==> config.mk <==
export PLATFORM = sky130hd
export DESIGN_NAME = sqrt_check_seq
export DESIGN_NICKNAME = d
export VERILOG_FILES = /design/src/rtl/sqrt_check_seq.sv
export SDC_FILE = /design/constraint.sdc
export NUM_CORES = 1
export LEC_CHECK = 0
export BUFFER_PORTS_ARGS = -buffer_cell sky130_fd_sc_hd__buf_4
export CORE_AREA = 2 2 148 150
export DETAILED_ROUTE_END_ITERATION = 7
export DIE_AREA = 0 0 150 152
export MAX_ROUTING_LAYER = met4
export PLACE_DENSITY = 0.78
export SYNTH_ARGS = -nofsm -noshare
export SYNTH_HDL_FRONTEND = slang
export SYNTH_SLANG_ARGS = --single-unit
export TNS_END_PERCENT = 50
==> constraint.sdc <==
create_clock -name clk -period 10 [get_ports clk]
set_input_delay 2 -clock clk [delete_from_list [all_inputs] [get_ports clk]]
set_output_delay 2 -clock clk [all_outputs]
set_load 0.03 [all_outputs]
==> src/rtl/sqrt_check_seq.sv <==
// Sequential floor-sqrt checker: squares a candidate root with a shift-add
// multiplier, then checks root^2 <= x < (root+1)^2.
//
// state   | meaning
// S_IDLE  | waiting for start; results of the last check held
// S_MUL   | one shift-add squarer iteration per cycle, ROOT_W cycles
// S_CHECK | compare square against x and publish results, pulse done
module sqrt_check_seq #(
  parameter int ROOT_W = 16
) (
  input  logic                  clk,
  input  logic                  reset,
  input  logic                  start,
  input  logic [2*ROOT_W-1:0]   x,
  input  logic [ROOT_W-1:0]     root,
  output logic                  busy,
  output logic                  done,
  output logic [2*ROOT_W-1:0]   square,
  output logic [2*ROOT_W-1:0]   remainder,
  output logic                  ok,
  output logic                  too_big,
  output logic                  too_small
);

  localparam int XW    = 2 * ROOT_W;
  localparam int CNT_W = $clog2(ROOT_W + 1);

  typedef enum logic [1:0] {S_IDLE, S_MUL, S_CHECK} state_t;

  state_t              state_q, state_d;
  logic [XW-1:0]       x_q, x_d;
  logic [ROOT_W-1:0]   root_q, root_d;
  logic [XW-1:0]       acc_q, acc_d;
  logic [XW-1:0]       mcand_q, mcand_d;
  logic [ROOT_W-1:0]   mplier_q, mplier_d;
  logic [CNT_W-1:0]    cnt_q, cnt_d;
  logic                busy_q, busy_d;
  logic                done_q, done_d;
  logic [XW-1:0]       square_q, square_d;
  logic [XW-1:0]       rem_q, rem_d;
  logic                ok_q, ok_d;
  logic                too_big_q, too_big_d;
  logic                too_small_q, too_small_d;

  // One extra bit so (root+1)^2 cannot wrap when root is all ones.
  logic [XW:0]         upper;
  logic                big_c;
  logic                small_c;

  assign upper   = {1'b0, acc_q} + {{ROOT_W{1'b0}}, root_q, 1'b0} + (XW+1)'(1);
  assign big_c   = acc_q > x_q;
  assign small_c = {1'b0, x_q} >= upper;

  always_comb begin
    state_d     = state_q;
    x_d         = x_q;
    root_d      = root_q;
    acc_d       = acc_q;
    mcand_d     = mcand_q;
    mplier_d    = mplier_q;
    cnt_d       = cnt_q;
    busy_d      = busy_q;
    done_d      = 1'b0;
    square_d    = square_q;
    rem_d       = rem_q;
    ok_d        = ok_q;
    too_big_d   = too_big_q;
    too_small_d = too_small_q;

    case (state_q)
      S_IDLE: begin
        if (start) begin
          x_d      = x;
          root_d   = root;
          acc_d    = '0;
          mcand_d  = {{ROOT_W{1'b0}}, root};
          mplier_d = root;
          cnt_d    = CNT_W'(ROOT_W - 1);
          busy_d   = 1'b1;
          state_d  = S_MUL;
        end
      end
      S_MUL: begin
        if (mplier_q[0]) acc_d = acc_q + mcand_q;
        mcand_d  = mcand_q << 1;
        mplier_d = mplier_q >> 1;
        if (cnt_q == '0) state_d = S_CHECK;
        else             cnt_d   = cnt_q - 1'b1;
      end
      S_CHECK: begin
        square_d    = acc_q;
        rem_d       = x_q - acc_q;
        too_big_d   = big_c;
        too_small_d = small_c;
        ok_d        = !big_c && !small_c;
        done_d      = 1'b1;
        busy_d      = 1'b0;
        state_d     = S_IDLE;
      end
      default: state_d = S_IDLE;
    endcase
  end

  always_ff @(posedge clk or posedge reset) begin
    if (reset) begin
      state_q     <= S_IDLE;
      x_q         <= '0;
      root_q      <= '0;
      acc_q       <= '0;
      mcand_q     <= '0;
      mplier_q    <= '0;
      cnt_q       <= '0;
      busy_q      <= 1'b0;
      done_q      <= 1'b0;
      square_q    <= '0;
      rem_q       <= '0;
      ok_q        <= 1'b0;
      too_big_q   <= 1'b0;
      too_small_q <= 1'b0;
    end else begin
      state_q     <= state_d;
      x_q         <= x_d;
      root_q      <= root_d;
      acc_q       <= acc_d;
      mcand_q     <= mcand_d;
      mplier_q    <= mplier_d;
      cnt_q       <= cnt_d;
      busy_q      <= busy_d;
      done_q      <= done_d;
      square_q    <= square_d;
      rem_q       <= rem_d;
      ok_q        <= ok_d;
      too_big_q   <= too_big_d;
      too_small_q <= too_small_d;
    end
  end

  assign busy      = busy_q;
  assign done      = done_q;
  assign square    = square_q;
  assign remainder = rem_q;
  assign ok        = ok_q;
  assign too_big   = too_big_q;
  assign too_small = too_small_q;

endmodule

# Yosys cells after proc, flatten, opt, wreduce, memory -nomap -nowiden
# Cells that the tools add are included.
# op_classes
n_lt_le_gt_ge	2
muxes	16
n_reduce_logical	13
n_addsub	5
n_eq_ne	6
# op_table
operator	n
$pmux W32 S2	2
$mux W32	3
$add A32 B17 Y33	1
$add A33 B1 Y33 const B	1
$ge A32 B33 Y1	1
$add A32 B32 Y32	1
$gt A32 B32 Y1	1
$pmux W16 S2	1
$sub A32 B32 Y32	1
$mux W16	1
$mux W5	2
$pmux W5 S2	1
$ne A2 B2 Y1 const B	4
$reduce_and A2 Y1	4
$reduce_and A3 Y1	2
$logic_not A5 Y1	1
$sub A5 B1 Y5 const B	1
$mux W2	2
$pmux W2 S2	1
$reduce_bool A2 Y1	2
$eq A2 B1 Y1 const B	1
$eq A2 B2 Y1 const B	1
$logic_not A1 Y1	2
$logic_not A2 Y1	1
other kinds (3)	4
# word_totals
output_inout_bits	69
elab_cells	56
register_bits	204
inputBits	51

# Longest topological paths before layout
# Gate-level depths: netlist of the first run.
# depth
depth_word	5
depth_mapped	18
mapped_depth_nobuf	18

# Least setup slack after synthesis of the first run
# OpenSTA, ideal clock, no wires.
# synth_timing
kind	reg2reg
from	register acc_q[1]
to	register ok_q (netlist: ok)
stages_incl_launch_ff	19
n_path_buf	0
period_less_slack_ns	3.823
setup_time_ns	0.067
path_slack_ns	6.177
arrival_ns	3.756
t_required_ns	9.933
path_cell_list	dfrtp_1 fa_1 a21o_1 a21oi_1 o21ai_0 a221o_1 a21oi_1 o21bai_1 a21oi_1 xor2_1 ha_1 a21o_1 a21o_1 a21oi_1 o21ai_0 a22o_1 o211a_1 o22ai_1 o221a_1
# synth_via
elab_chain_len	5
word_cells_on_any_way	7
cone_classes	2 x add/sub; 2 x order compare; 3 x reduce/logical
# synth_rtl
item	line_no	rtl
start: declaration	33	logic [XW-1:0] acc_q, acc_d;
start signal: assignment	109	acc_q <= '0;
start signal: assignment	124	acc_q <= acc_d;
$add A32 B17 Y33	50	assign upper = {1'b0, acc_q} + {{ROOT_W{1'b0}}, root_q, 1'b0} + (XW+1)'(1);
$add A33 B1 Y33	50	
$ge A32 B33 Y1	52	assign small_c = {1'b0, x_q} >= upper;
$logic_not A1 Y1	95	ok_d = !big_c && !small_c;
$logic_and A1 B1 Y1 (*)	95	
end signal: assignment	132	ok_q <= ok_d;
end: declaration	41	logic ok_q, ok_d;
# Mark *: on every way between the ends. The rest lies on a longest branch, timed or not.
# A chain may end at the register's enable or synchronous reset.

# Worst setup path after layout of the first run
# Same ends and word-level chain as after synthesis.

==> parameters.txt, run 1 <==
Parameter                              Value

STA
  Count of pins over their slew limit ... 0
  Minimum clock period after layout ... 4.42 ns
  Accumulated negative setup slack ... 0 ns
  Worst clock skew ... 0.0153 ns
  Max Freq ... 226 MHz
  Tightest slew margin relative to the limit ... 19.7%
  Unrepaired setup endpoints after global routing ... no
  Final cycle utilization of the critical path ... 44.2%
  Worst Max-Slew Pin Slew ... 1.20 ns
  Number of setup violations in the final report ... 0
  Final number of hold-violating endpoints ... 0

Finish
  Fillers ... 1729
  Inserted Diodes ... 0
  Combined area of the multi-input logic cells ... 0.00703 mm²
  Count of nets after finishing ... 1636
  Fraction of final layout cells sized beyond drive strength 1 ... 13.6%
  Layout-stage area growth over the synthesis result ... 15.9%
  Flip-flop and latch area ... 0.00510 mm²
  Most common library cell in the layout ignoring fill and taps ... nand2_1
  Non-filler cells, final ... 1765
  Most frequent cells in the layout ... nand2_1 (262), dfrtp_1 (204), buf_4 (127)

Critical path
  Arrival time worst endpoint ... 4.86 ns
  Maximum fanout encountered on the critical timing path ... 8
  Standard cell with the maximum stage delay on the critical path ... a2111oi_0
  Setup slack of the worst register-to-register path ... 5.58 ns
  CP Capture Type ... flop
  Element type at the critical path start ... flop
  Crit path top cell by count ... a21o_1
  Largest incremental delay on the critical path ... 0.61 ns
  Type of the worst setup path ... reg2reg
  Required arrival time at the worst endpoint ... 10.44 ns
  Critical Path, Cell by Cell ... ha_1, a21o_1, a21o_1, a2111oi_0, o21ai_0, a21oi_1, o31ai_2, nand4_1, xnor2_1, ha_1, a21o_1, a21o_1, a21oi_1, o211ai_1, o211a_1, o22ai_1, o221a_1

Floorplan
  Floorplan core area ... 0.0214 mm²
  Ports ... 120
  Starting utilization of the core area ... 58.7%
  Row count ... 54
  DIE WIDTH ... 150 µm
  Die ar. ... 0.0228 mm²
  Height of the die ... 152 µm

Power
  Worst IR drop on VDD ... 0.163 mV
  Post-layout power ... 5.71 mW
  Switching share of total power ... 45.3%
  Logic pwr share ... 57.1%
  Clk network pwr share ... 16.7%
  Pwr Density ... 393 mW/mm²
  P_sw ... 2.59 mW
  Static leakage ... 7.29 nW
  Internal power ... 3.12 mW
  Part of the total power dissipated in sequential elements ... 26.2%

Clock tree
  Bufs on Longest Clock Path ... 3
  Post-cts gate resize count ... 0
  Number of buffers added by the clock tree synthesis step ... 23
  Clock tree root buffer cell ... clkbuf_16
  Clock Pin Slew Worst Setup and Hold Paths ... 0.06 ns
  Count of buffers added by post-CTS timing repair for setup ... 0
  Number of clock sinks seen by CTS ... 204
  Clock tree from TritonCTS ... built
  # hold bufs at CTS ... 0
  Clock insertion delay at the later pin of the skew report ... 0.51 ns
  Number of H-tree branching levels ... 1

Drt
  Vias ... 10.6k
  Number of antenna-violating nets in the routed design ... 0
  Routed wire length per instance ... 17.5 µm
  Routed Wire Length ... 30.8 mm
  Number of DRC violations after detailed routing ... 0
  Vias per cell ... 6.01
  Drt first-iter violations ... 604
  DR pass1 iterations ... 6

Place
  Total instance count after detailed placement ... 1724
  Global placer's final weighted congestion ... 0.921
  DP HPWL ... 22.5 mm
  Buffers on Ports ... 119

Global routing
  Total global routing track utilization ... 27.9%
  Number of antenna violations at the first check in global routing ... 0
  Aggregate global routing overflow ... 0
  Wire length of the first global-routing pass ... 50.5 mm
  Largest net degree at the start of global routing ... 140
  Vias in the first global route ... 10.0k

Yosys
  Instance count of the mapped netlist ... 1364
  Avg Inst Size Synth ... 9.20 µm²
  Yosys warns ... 0
  Flip-flop and latch count after synthesis ... 204
  Number of enable-type register cells in the synthesized netlist ... 0
  Synthesized cell area ... 0.0125 mm²
  Synth unique cells ... 83
  Top FF cell, synth ... dfrtp_1
  Share of flip-flops with an asynchronous set or reset ... 100%
  Nets in the synthesized netlist ... 1531
  Portion of the post-synthesis area used by sequential elements ... 40.7%

Outcome
  Outcome ... finished clean

Min path
  HP Class ... reg2reg

Run
  Max cap viols ... 0
[flip-flops by register name (all words and copies together), names as in the netlist]
name and count:
x_q 32, ok 1, done 1, cnt_q 5
mcand_q 32, too_small 1, mplier_q 16, too_big 1
remainder 32, square 32, state_q 2, acc_q 32
busy 1, root_q 16
[kinds of logic after synthesis]
logic type / Yosys count / synth area share (%)
AO/OA/AOI/OAI: 386 / 21.3
XOR/XNOR: 65 / 4.54
adder cells (fa/ha/maj): 116 / 11.8
buffers and inverters: 108 / 3.48
flip-flops: 204 / 40.7
multiplexers: 4 / 0.329
AND/OR/NAND/NOR: 481 / 17.9
[power groups by stage]
stage	Sequential (mW)	Combinational, mW	Clock (mW)
after floorplan	1.54	2.35	0
after global placement	1.48	3.11	0
after detailed placement	1.50	3.21	0
after CTS	1.49	3.24	0.963
after global routing	1.53	3.64	0.991
final	1.49	3.26	0.951
[per-stage QoR]
step	util (%)	instance area, µm²	hold slack (ns)	setup slack (ns)
after floorplan	-	12500	0.447	2.43
after global placement	64.0	13700	0.462	5.83
after detailed placement	64.0	13700	0.470	5.67
after CTS	68.1	14500	0.484	5.65
after global routing	68.1	14500	0.513	5.28
final	68.1	14500	0.476	5.58
[final cells by class]
| cell class | instances | share of cell area, % |
|---|---|---|
| multi-input combinational | 1052 | 48.3 |
| sequential | 204 | 35.1 |
| timing repair buffer | 127 | 6.56 |
| clock buffer | 27 | 4.34 |
| tap | 280 | 2.41 |
| inverter | 61 | 1.63 |
| clock inverter | 14 | 1.59 |
[metal layers]
layer | vias up | GRT usage [%] | share of wire [%]
li1 | 5121 | - | -
met1 | 5124 | 39.7 | 46
met2 | 304 | 42.7 | 46
met3 | 54 | 3.06 | 5.6
met4 | 0 | 7.32 | 2.7
met5 | - | - | 0
[synthesized netlist by cell type (11+ instances only)]
cell type	n	area share, %
nand2_1	263	7.9
dfrtp_1	204	41
ha_1	113	11
o21ai_0	102	4.1
a21oi_1	70	2.8
inv_1	60	1.8
a21o_1	54	3.2
nand3_1	41	1.6
clkbuf_1	40	1.2
nor2_1	40	1.2
xnor2_1	37	2.6
a221o_1	31	2.5
xor2_1	28	2.0
nor3_1	18	0.72
o21a_1	18	1.1
and2_1	16	0.80
nand4_1	14	0.70
nor2b_1	13	0.65
o21bai_1	13	0.78
nor3b_1	12	0.72
o21ai_1	12	0.48
and3_1	11	0.55
[worst paths after layout]
check | start | to | cells past startpoint
max | acc_q[1]$_DFFE_PP0P_ | ok$_DFFE_PP0P_ | 17
min | square[10]$_DFFE_PP0P_ | square[10]$_DFFE_PP0P_ | 2
max reg2reg | acc_q[1]$_DFFE_PP0P_ | ok$_DFFE_PP0P_ | 17
min reg2reg | square[10]$_DFFE_PP0P_ | square[10]$_DFFE_PP0P_ | 2
max in group asynchronous | reset | acc_q[25]$_DFFE_PP0P_ | 3
min in group asynchronous | reset | remainder[1]$_DFFE_PP0P_ | 2
[worst max-delay path, delay by kind of cell (launching register included)]
family	cells	cell delay (ns)
adders and majority gates	2	0.48
DFF	1	0.55
xor gates and xnor gates	1	0.08
AOI/OAI and AO/OA	13	3.06
and+or+nand+nor	1	0.16
Power figures use the tool's default switching activity.
==> run 2: changes to the inputs <==
==> constraint.sdc (replaced) <==
create_clock -name clk -period 4.1 [get_ports clk]
set_input_delay 0.82 -clock clk [delete_from_list [all_inputs] [get_ports clk]]
set_output_delay 0.82 -clock clk [all_outputs]
set_load 0.03 [all_outputs]
==> run 2 against run 1 <==
  * Clock skew decreased by 0.0057 ns
  * Register-to-register slack got worse by 5.3 ns
  * Highest routed layer unchanged
  * Critical path type unchanged
  * Count of clock-buffer cells in the layout increased by 3
  * Setup slack got worse by 5.3 ns
  * Critical path depth unchanged
  * First-iteration DRC count increased by 7.1%
  * Largest power group unchanged
  * Critical endpoint unchanged
==> parameters.txt, run 2 (synthesis gave the netlist of run 1 again) <==
Parameter                              Value

Critical path
  Largest incremental delay on the critical path ... 0.42 ns (-0.19 ns)
  Required arrival time at the worst endpoint ... 4.54 ns (-5.90 ns)
  Maximum fanout encountered on the critical timing path ... 8 (unchanged)
  CP Capture Type ... flop
  Element type at the critical path start ... flop
  Standard cell with the maximum stage delay on the critical path ... dfrtp_1
  Arrival time worst endpoint ... 4.30 ns (-0.56 ns)
  Critical Path, Cell by Cell ... ha_1, a21o_1, a21o_1, a2111oi_4, o21ai_1, a21oi_2, o31ai_4, nand4_1, xnor2_1, ha_1, a21o_1, a21o_1, a21oi_1, o211ai_1, o211a_1, o22ai_2, o221a_1
  Crit path top cell by count ... a21o_1
  Type of the worst setup path ... reg2reg

STA
  Worst clock skew ... 0.00961 ns (-0.00570 ns)
  Count of pins over their slew limit ... 0 (unchanged)
  Final cycle utilization of the critical path ... 94.0% (+50 points)
  Tightest slew margin relative to the limit ... 38.7% (+19 points)
  Minimum clock period after layout ... 3.85 ns (-0.561 ns)
  Max Freq ... 259 MHz (+15%)
  Unrepaired setup endpoints after global routing ... no
  Worst Max-Slew Pin Slew ... 0.917 ns (-0.286 ns)
  Final number of hold-violating endpoints ... 0 (unchanged)
  Number of setup violations in the final report ... 0 (unchanged)

Run
  Max cap viols ... 0 (unchanged)

Finish
  Most common library cell in the layout ignoring fill and taps ... nand2_1
  Inserted Diodes ... 0 (unchanged)
  Final design instance area without fill ... 0.0146 mm² (+0.43%)
  Combined area of the multi-input logic cells ... 0.00709 mm² (+0.84%)
  Fraction of final layout cells sized beyond drive strength 1 ... 14.3% (+0.74 points)
  Final Util ... 68.4% (+0.29 points)
  Layout-stage area growth over the synthesis result ... 16.4%
  Flip-flop and latch area ... 0.00510 mm² (unchanged)
  Count of nets after finishing ... 1644 (+0.49%)
  Most frequent cells in the layout ... nand2_1 (262), dfrtp_1 (204), buf_4 (133)
  Fillers ... 1692 (-2.1%)

Power
  Switching share of total power ... 45.6% (+0.28 points)
  Logic pwr share ... 58.3% (+1.2 points)
  Internal power ... 7.52 mW (+140%)
  Static leakage ... 7.31 nW (+0.25%)
  Worst IR drop on VDD ... 0.341 mV (+110%)
  P_sw ... 6.31 mW (+140%)
  Pwr Density ... 947 mW/mm² (+140%)
  Clk network pwr share ... 15.5% (-1.2 points)
  Part of the total power dissipated in sequential elements ... 26.2% (about the same)

Floorplan
  Ports ... 120 (unchanged)
  Height of the die ... 152 µm (unchanged)
  Floorplan core area ... 0.0214 mm² (unchanged)
  Row count ... 54 (unchanged)
  DIE WIDTH ... 150 µm (unchanged)
  Die ar. ... 0.0228 mm² (unchanged)
  Starting utilization of the core area ... 58.7% (unchanged)

Clock tree
  Number of clock sinks seen by CTS ... 204 (unchanged)
  Number of H-tree branching levels ... 1 (unchanged)
  Bufs on Longest Clock Path ... 3 (unchanged)
  Clock Pin Slew Worst Setup and Hold Paths ... 0.06 ns (about the same)
  # hold bufs at CTS ... 0 (unchanged)
  Clock tree root buffer cell ... clkbuf_16
  Clock tree from TritonCTS ... built
  Number of buffers added by the clock tree synthesis step ... 23 (unchanged)
  Clock insertion delay at the later pin of the skew report ... 0.51 ns (about the same)

Drt
  Number of antenna-violating nets in the routed design ... 0 (unchanged)
  Vias ... 10.5k (-0.57%)
  Number of DRC violations after detailed routing ... 0 (unchanged)
  Routed wire length per instance ... 17.1 µm (-2.0%)
  DR pass1 iterations ... 5 (-1)
  Routed Wire Length ... 30.4 mm (-1.6%)
  Drt first-iter violations ... 647 (+7.1%)
  Vias per cell ... 5.95 (-0.96%)

Global routing
  Total global routing track utilization ... 27.5% (-0.38 points)
  Wire length of the first global-routing pass ... 50.0 mm (-1.0%)
  Vias in the first global route ... 9988 (-0.34%)
  Aggregate global routing overflow ... 0 (unchanged)
  Number of antenna violations at the first check in global routing ... 0 (unchanged)
  Largest net degree at the start of global routing ... 86 (-39%)

Place
  DP HPWL ... 22.8 mm (+1.4%)
  Placement Cell Area ... 0.0137 mm² (+0.54%)
  Buffers on Ports ... 119 (unchanged)
  Global placer's final weighted congestion ... 0.922 (+0.14%)

Outcome
  Outcome ... finished clean

Min path
  HP Class ... reg2reg
-- run 2: critical path, delay by kind of cell (launching register included) --
| family | cells | cell delay (ns) |
|---|---|---|
| flip-flops | 1 | 0.42 |
| AO/OA/AOI/OAI | 13 | 2.62 |
| XOR/XNOR | 1 | 0.08 |
| AND/OR/NAND/NOR | 1 | 0.17 |
| adder cells (fa/ha/maj) | 2 | 0.48 |
-- run 2: metal layers --
| layer | wire (µm) | GRT usage [%] | share of wire [%] |
|---|---|---|---|
| met5 | 0 | - | 0 |
| met4 | 846 | 8.00 | 2.8 |
| met3 | 1580 | 3.00 | 5.2 |
| met2 | 13600 | 41.3 | 45 |
| met1 | 14300 | 39.6 | 47 |
-- run 2: path summary, 6_finish.rpt --
check / end / startpoint / cells after the start / slack, ns
min in group asynchronous: remainder[1]$_DFFE_PP0P_ / reset / 2 / 0.51
setup reg to reg: ok$_DFFE_PP0P_ / root_q[0]$_DFFE_PP0P_ / 17 / 0.25
max in group asynchronous: remainder[26]$_DFFE_PP0P_ / reset / 3 / 2.79
hold reg to reg: square[9]$_DFFE_PP0P_ / square[9]$_DFFE_PP0P_ / 2 / 0.48
setup / recovery: ok$_DFFE_PP0P_ / root_q[0]$_DFFE_PP0P_ / 17 / 0.25
hold / removal: square[9]$_DFFE_PP0P_ / square[9]$_DFFE_PP0P_ / 2 / 0.48
-- run 2: power by group through the flow --
stage | clock (mW) | sequential, mW | combinational, mW
2_1_floorplan | 0 | 3.76 | 5.73
3_3_place_gp | 0 | 3.60 | 7.61
3_5_place_dp | 0 | 3.63 | 7.84
4_1_cts | 2.17 | 3.61 | 7.91
5_1_grt | 2.25 | 3.72 | 9.00
6_report | 2.14 | 3.63 | 8.06
-- run 2: through the flow --
step	setup TNS [ns]	std cells	power (mW)	hold WS (ns)	setup slack [ns]
finish	0	1772	13.8	0.477	0.246
global route	0	1772	15.0	0.491	0.0318
CTS	0	1771	13.7	0.485	0.0251
detailed placement	-0.311	1731	11.5	0.472	-0.198
global placement	0	1731	11.2	0.461	0.0522
floorplan	0	1364	9.49	0.447	0.277
-- run 2: cell type report --
cell class / count / share of cell area [%]
Timing Repair Buffer: 135 / 7.11
Clock inverter: 10 / 1.05
Multi-Input combinational cell: 1052 / 48.5
Clock buffer: 30 / 4.33
Tap cell: 280 / 2.40
Sequential cell: 204 / 35.0
Inverter: 61 / 1.59
-- run 2: what timing repair did --
item / 4_1_cts / 5_1_grt
resized for setup: 3 / 12
setup buffers: 0 / 1
pin swaps: 0 / 3
setup endpoints to repair: 2 / 2
==> run 3: changes to the inputs <==
--- a/config.mk
+++ b/config.mk
@@ -6,11 +6,11 @@
 export NUM_CORES = 1
 export LEC_CHECK = 0
 export BUFFER_PORTS_ARGS = -buffer_cell sky130_fd_sc_hd__buf_4
-export CORE_AREA = 2 2 148 150
+export CORE_AREA = 2 2 155 157
 export DETAILED_ROUTE_END_ITERATION = 7
-export DIE_AREA = 0 0 150 152
+export DIE_AREA = 0 0 157 159
 export MAX_ROUTING_LAYER = met4
-export PLACE_DENSITY = 0.78
+export PLACE_DENSITY = 0.75
 export SYNTH_ARGS = -nofsm -noshare
 export SYNTH_HDL_FRONTEND = slang
 export SYNTH_SLANG_ARGS = --single-unit
==> constraint.sdc (replaced) <==
create_clock -name clk -period 3.37 [get_ports clk]
set_input_delay 0.674 -clock clk [delete_from_list [all_inputs] [get_ports clk]]
set_output_delay 0.674 -clock clk [all_outputs]
set_load 0.03 [all_outputs]
==> run 3 against run 2 <==
  * The flow now finishes with violations (setup timing)
  * Power up 26%
  * Clock skew up 0.0014 ns
  * Sequential share of layout area down 1.2 points
  * Register-to-register slack got worse by 0.67 ns
  * Via count about the same
  * Combinational power rose by 32%
  * Sequential power rose by 20%
  * Wire length is 2.5% higher
  * Die area up 9.5%
==> parameters.txt, run 3 (synthesis gave the netlist of run 1 again) <==
Parameter                              Value

Floorplan
  Floorplan core area ... 0.0232 mm² (+8.6%)
  Die ar. ... 0.0250 mm² (+9.5%)
  Starting utilization of the core area ... 54.1% (-4.7 points)
  Ports ... 120 (unchanged)
  DIE WIDTH ... 157 µm (+4.7%)
  Height of the die ... 159 µm (+4.6%)
  Row count ... 56 (+3.7%)

Clock tree
  Number of clock sinks seen by CTS ... 204 (unchanged)
  Number of buffers added by the clock tree synthesis step ... 23 (unchanged)
  Number of H-tree branching levels ... 1 (unchanged)
  Clock tree from TritonCTS ... built
  Clock tree root buffer cell ... clkbuf_16
  Clock insertion delay at the later pin of the skew report ... 0.51 ns (about the same)
  Bufs on Longest Clock Path ... 3 (unchanged)
  Clock Pin Slew Worst Setup and Hold Paths ... 0.06 ns (about the same)
  # hold bufs at CTS ... 0 (unchanged)

Critical path
  Setup slack of the worst register-to-register path ... -0.43 ns (-0.67 ns)
  Length in cells of the worst reg-to-reg path ... 18 (+1)
  Endpoint of the most critical register-to-register path ... ok$_DFFE_PP0P_
  Critical Path Source ... acc_q[1]$_DFFE_PP0P_
  Launch point of the worst reg-to-reg path ... acc_q[1]$_DFFE_PP0P_
  Required arrival time at the worst endpoint ... 3.81 ns (-0.73 ns)
  Cell family contributing the most delay on the critical path ... compound AO/OA/AOI/OAI gates
  Worst path depth ... 18 (+1)
  Crit path capture ... ok$_DFFE_PP0P_
  CP Capture Type ... flop
  Standard cell with the maximum stage delay on the critical path ... dfrtp_1
  Largest incremental delay on the critical path ... 0.41 ns (about the same)
  Arrival time worst endpoint ... 4.24 ns (-0.06 ns)
  Crit path top cell by count ... a21o_1
  Critical Path, Cell by Cell ... fa_2, a21o_1, a21oi_2, o21ai_2, a221o_1, a21oi_2, o21bai_1, a21oi_1, xor2_1, ha_1, a21o_1, a21o_1, a21oi_1, o21ai_1, a22o_1, o211a_1, o22ai_2, o221a_1
  Worst path bufs/invs ... 0 (unchanged)
  Type of the worst setup path ... reg2reg
  Maximum fanout encountered on the critical timing path ... 3 (-5)
  Element type at the critical path start ... flop

Run
  Max cap viols ... 0 (unchanged)

STA
  Minimum clock period after layout ... 3.80 ns (-0.0561 ns)
  Tightest slew margin relative to the limit ... 48.8% (+10 points)
  Unrepaired setup endpoints after global routing ... yes
  Final cycle utilization of the critical path ... 113% (+19 points)
  Final Worst Setup Slack ... -0.428 ns (-0.674 ns)
  Worst-case hold slack ... 0.287 ns (-0.190 ns)
  Worst Max-Slew Pin Slew ... 0.768 ns (-0.150 ns)
  Number of setup violations in the final report ... 2 (+2)
  Worst clock skew ... 0.0110 ns (+0.00141 ns)
  Count of pins over their slew limit ... 0 (unchanged)
  Final number of hold-violating endpoints ... 0 (unchanged)
  Max Freq ... 263 MHz (+1.5%)
  Accumulated negative setup slack ... -0.775 ns (-0.775 ns)

Global routing
  Number of antenna violations at the first check in global routing ... 0 (unchanged)
  GRT busiest layer ... met2
  Wire length of the first global-routing pass ... 50.9 mm (+1.8%)
  Met2 GRT Util ... 38.8% (-2.5 points)
  Met1 routing resource usage after global routing ... 37.0% (-2.6 points)
  Vias in the first global route ... 10.0k (+0.26%)
  Largest net degree at the start of global routing ... 130 (+51%)
  Total global routing track utilization ... 25.7% (-1.8 points)
  Aggregate global routing overflow ... 0 (unchanged)
  GR met3 Demand/Resource ... 2.31% (-0.69 points)

Finish
  Final Util ... 65.2% (-3.1 points)
  Most frequent cells in the layout ... nand2_1 (262), dfrtp_1 (204), buf_4 (199)
  Layout-stage area growth over the synthesis result ... 20.6%
  Count of nets after finishing ... 1710 (+4.0%)
  Inserted Diodes ... 0 (unchanged)
  Fraction of final layout cells sized beyond drive strength 1 ... 18.0% (+3.7 points)
  Most common library cell in the layout ignoring fill and taps ... nand2_1
  Fillers ... 1923 (+14%)

Power
  Static leakage ... 7.62 nW (+4.3%)
  Post-layout power ... 17.4 mW (+26%)
  Pwr Density ... 1150 mW/mm² (+22%)
  P_sw ... 7.85 mW (+25%)
  Internal power ... 9.59 mW (+27%)
  Switching share of total power ... 45.0% (-0.57 points)
  Logic pwr share ... 60.8% (+2.5 points)
  Clk network pwr share ... 14.3% (-1.2 points)
  Worst IR drop on VDD ... 0.440 mV (+29%)
  Part of the total power dissipated in sequential elements ... 24.9% (-1.3 points)

Place
  DP HPWL ... 23.7 mm (+3.8%)
  Buffers on Ports ... 119 (unchanged)
  Global placer's final weighted congestion ... 0.955 (+3.6%)

Drt
  Vias ... 10.5k (-0.038%)
  Drt first-iter violations ... 569 (-12%)
  Routed Wire Length ... 31.1 mm (+2.5%)
  Routed wire length per instance ... 16.6 µm (-3.3%)
  Number of antenna-violating nets in the routed design ... 0 (unchanged)
  DR pass1 iterations ... 5 (unchanged)
  Number of DRC violations after detailed routing ... 0 (unchanged)
  Vias per cell ... 5.61 (-5.7%)

Outcome
  Outcome ... complete, but fails checks
  Violations in the final reports ... setup timing

Min path
  HP Class ... in2async
## run 3: cell count changes in the layout (fill, tap and decap cells not counted), sizes merged
cell	before	now
inv	59	61
buf	135	201
bufinv	4	2
clkbuf	30	32
## run 3: layout make-up
| type | count | area (µm²) | share of cell area [%] |
|---|---|---|---|
| Tap cell | 319 | 399 | 2.64 |
| Multi-Input combinational cell | 1052 | 7090 | 46.9 |
| Sequential cell | 204 | 5100 | 33.7 |
| Clock inverter | 10 | 125 | 0.827 |
| Clock buffer | 32 | 639 | 4.23 |
| Inverter | 61 | 233 | 1.54 |
| Timing Repair Buffer | 201 | 1530 | 10.1 |
## run 3: worst min-delay path by stage
stage / depth (start not counted) / end / from
finish: 3 / done$_DFF_PP0_ / reset
floorplan: 2 / mplier_q[15]$_DFFE_PP0P_ / mplier_q[15]$_DFFE_PP0P_
detailed placement: 2 / remainder[0]$_DFFE_PP0P_ / remainder[0]$_DFFE_PP0P_
CTS: 3 / done$_DFF_PP0_ / reset
global placement: 2 / square[11]$_DFFE_PP0P_ / square[11]$_DFFE_PP0P_
global route: 3 / remainder[4]$_DFFE_PP0P_ / reset
## run 3: per-stage QoR
stage,instance area (µm²),instances,setup WS (ns)
5_1_grt,15100,1879,-0.575
3_5_place_dp,14300,1834,-0.749
2_1_floorplan,12500,1364,-0.453
4_1_cts,15100,1879,-0.380
6_report,15100,1879,-0.428
3_3_place_gp,14300,1834,-0.596
## run 3: per-layer routing
| layer | vias to the layer above | share of wire (%) |
|---|---|---|
| li1 | 5261 | - |
| met5 | - | 0 |
| met4 | 0 | 2.5 |
| met3 | 41 | 4.0 |
| met1 | 5000 | 49 |
| met2 | 237 | 45 |
## run 3: power by group through the flow
stage / sequential, mW / clock, mW / combinational [mW]
finish: 4.34 / 2.50 / 10.6
floorplan: 4.57 / 0 / 6.97
CTS: 4.32 / 2.56 / 10.5
detailed placement: 4.36 / 0 / 10.3
global route: 4.45 / 2.64 / 11.8
global placement: 4.32 / 0 / 10.0
## run 3: repair_timing
item	CTS	global route
resized for setup	15	2
setup endpoints to repair	2	2
pin swaps	9	1
setup buffers	3	0
## run 3: worst min-delay path: stages
cell and delay, ns:
buf_4 0.12, clkinvlp_4 0.10, buf_12 0.32
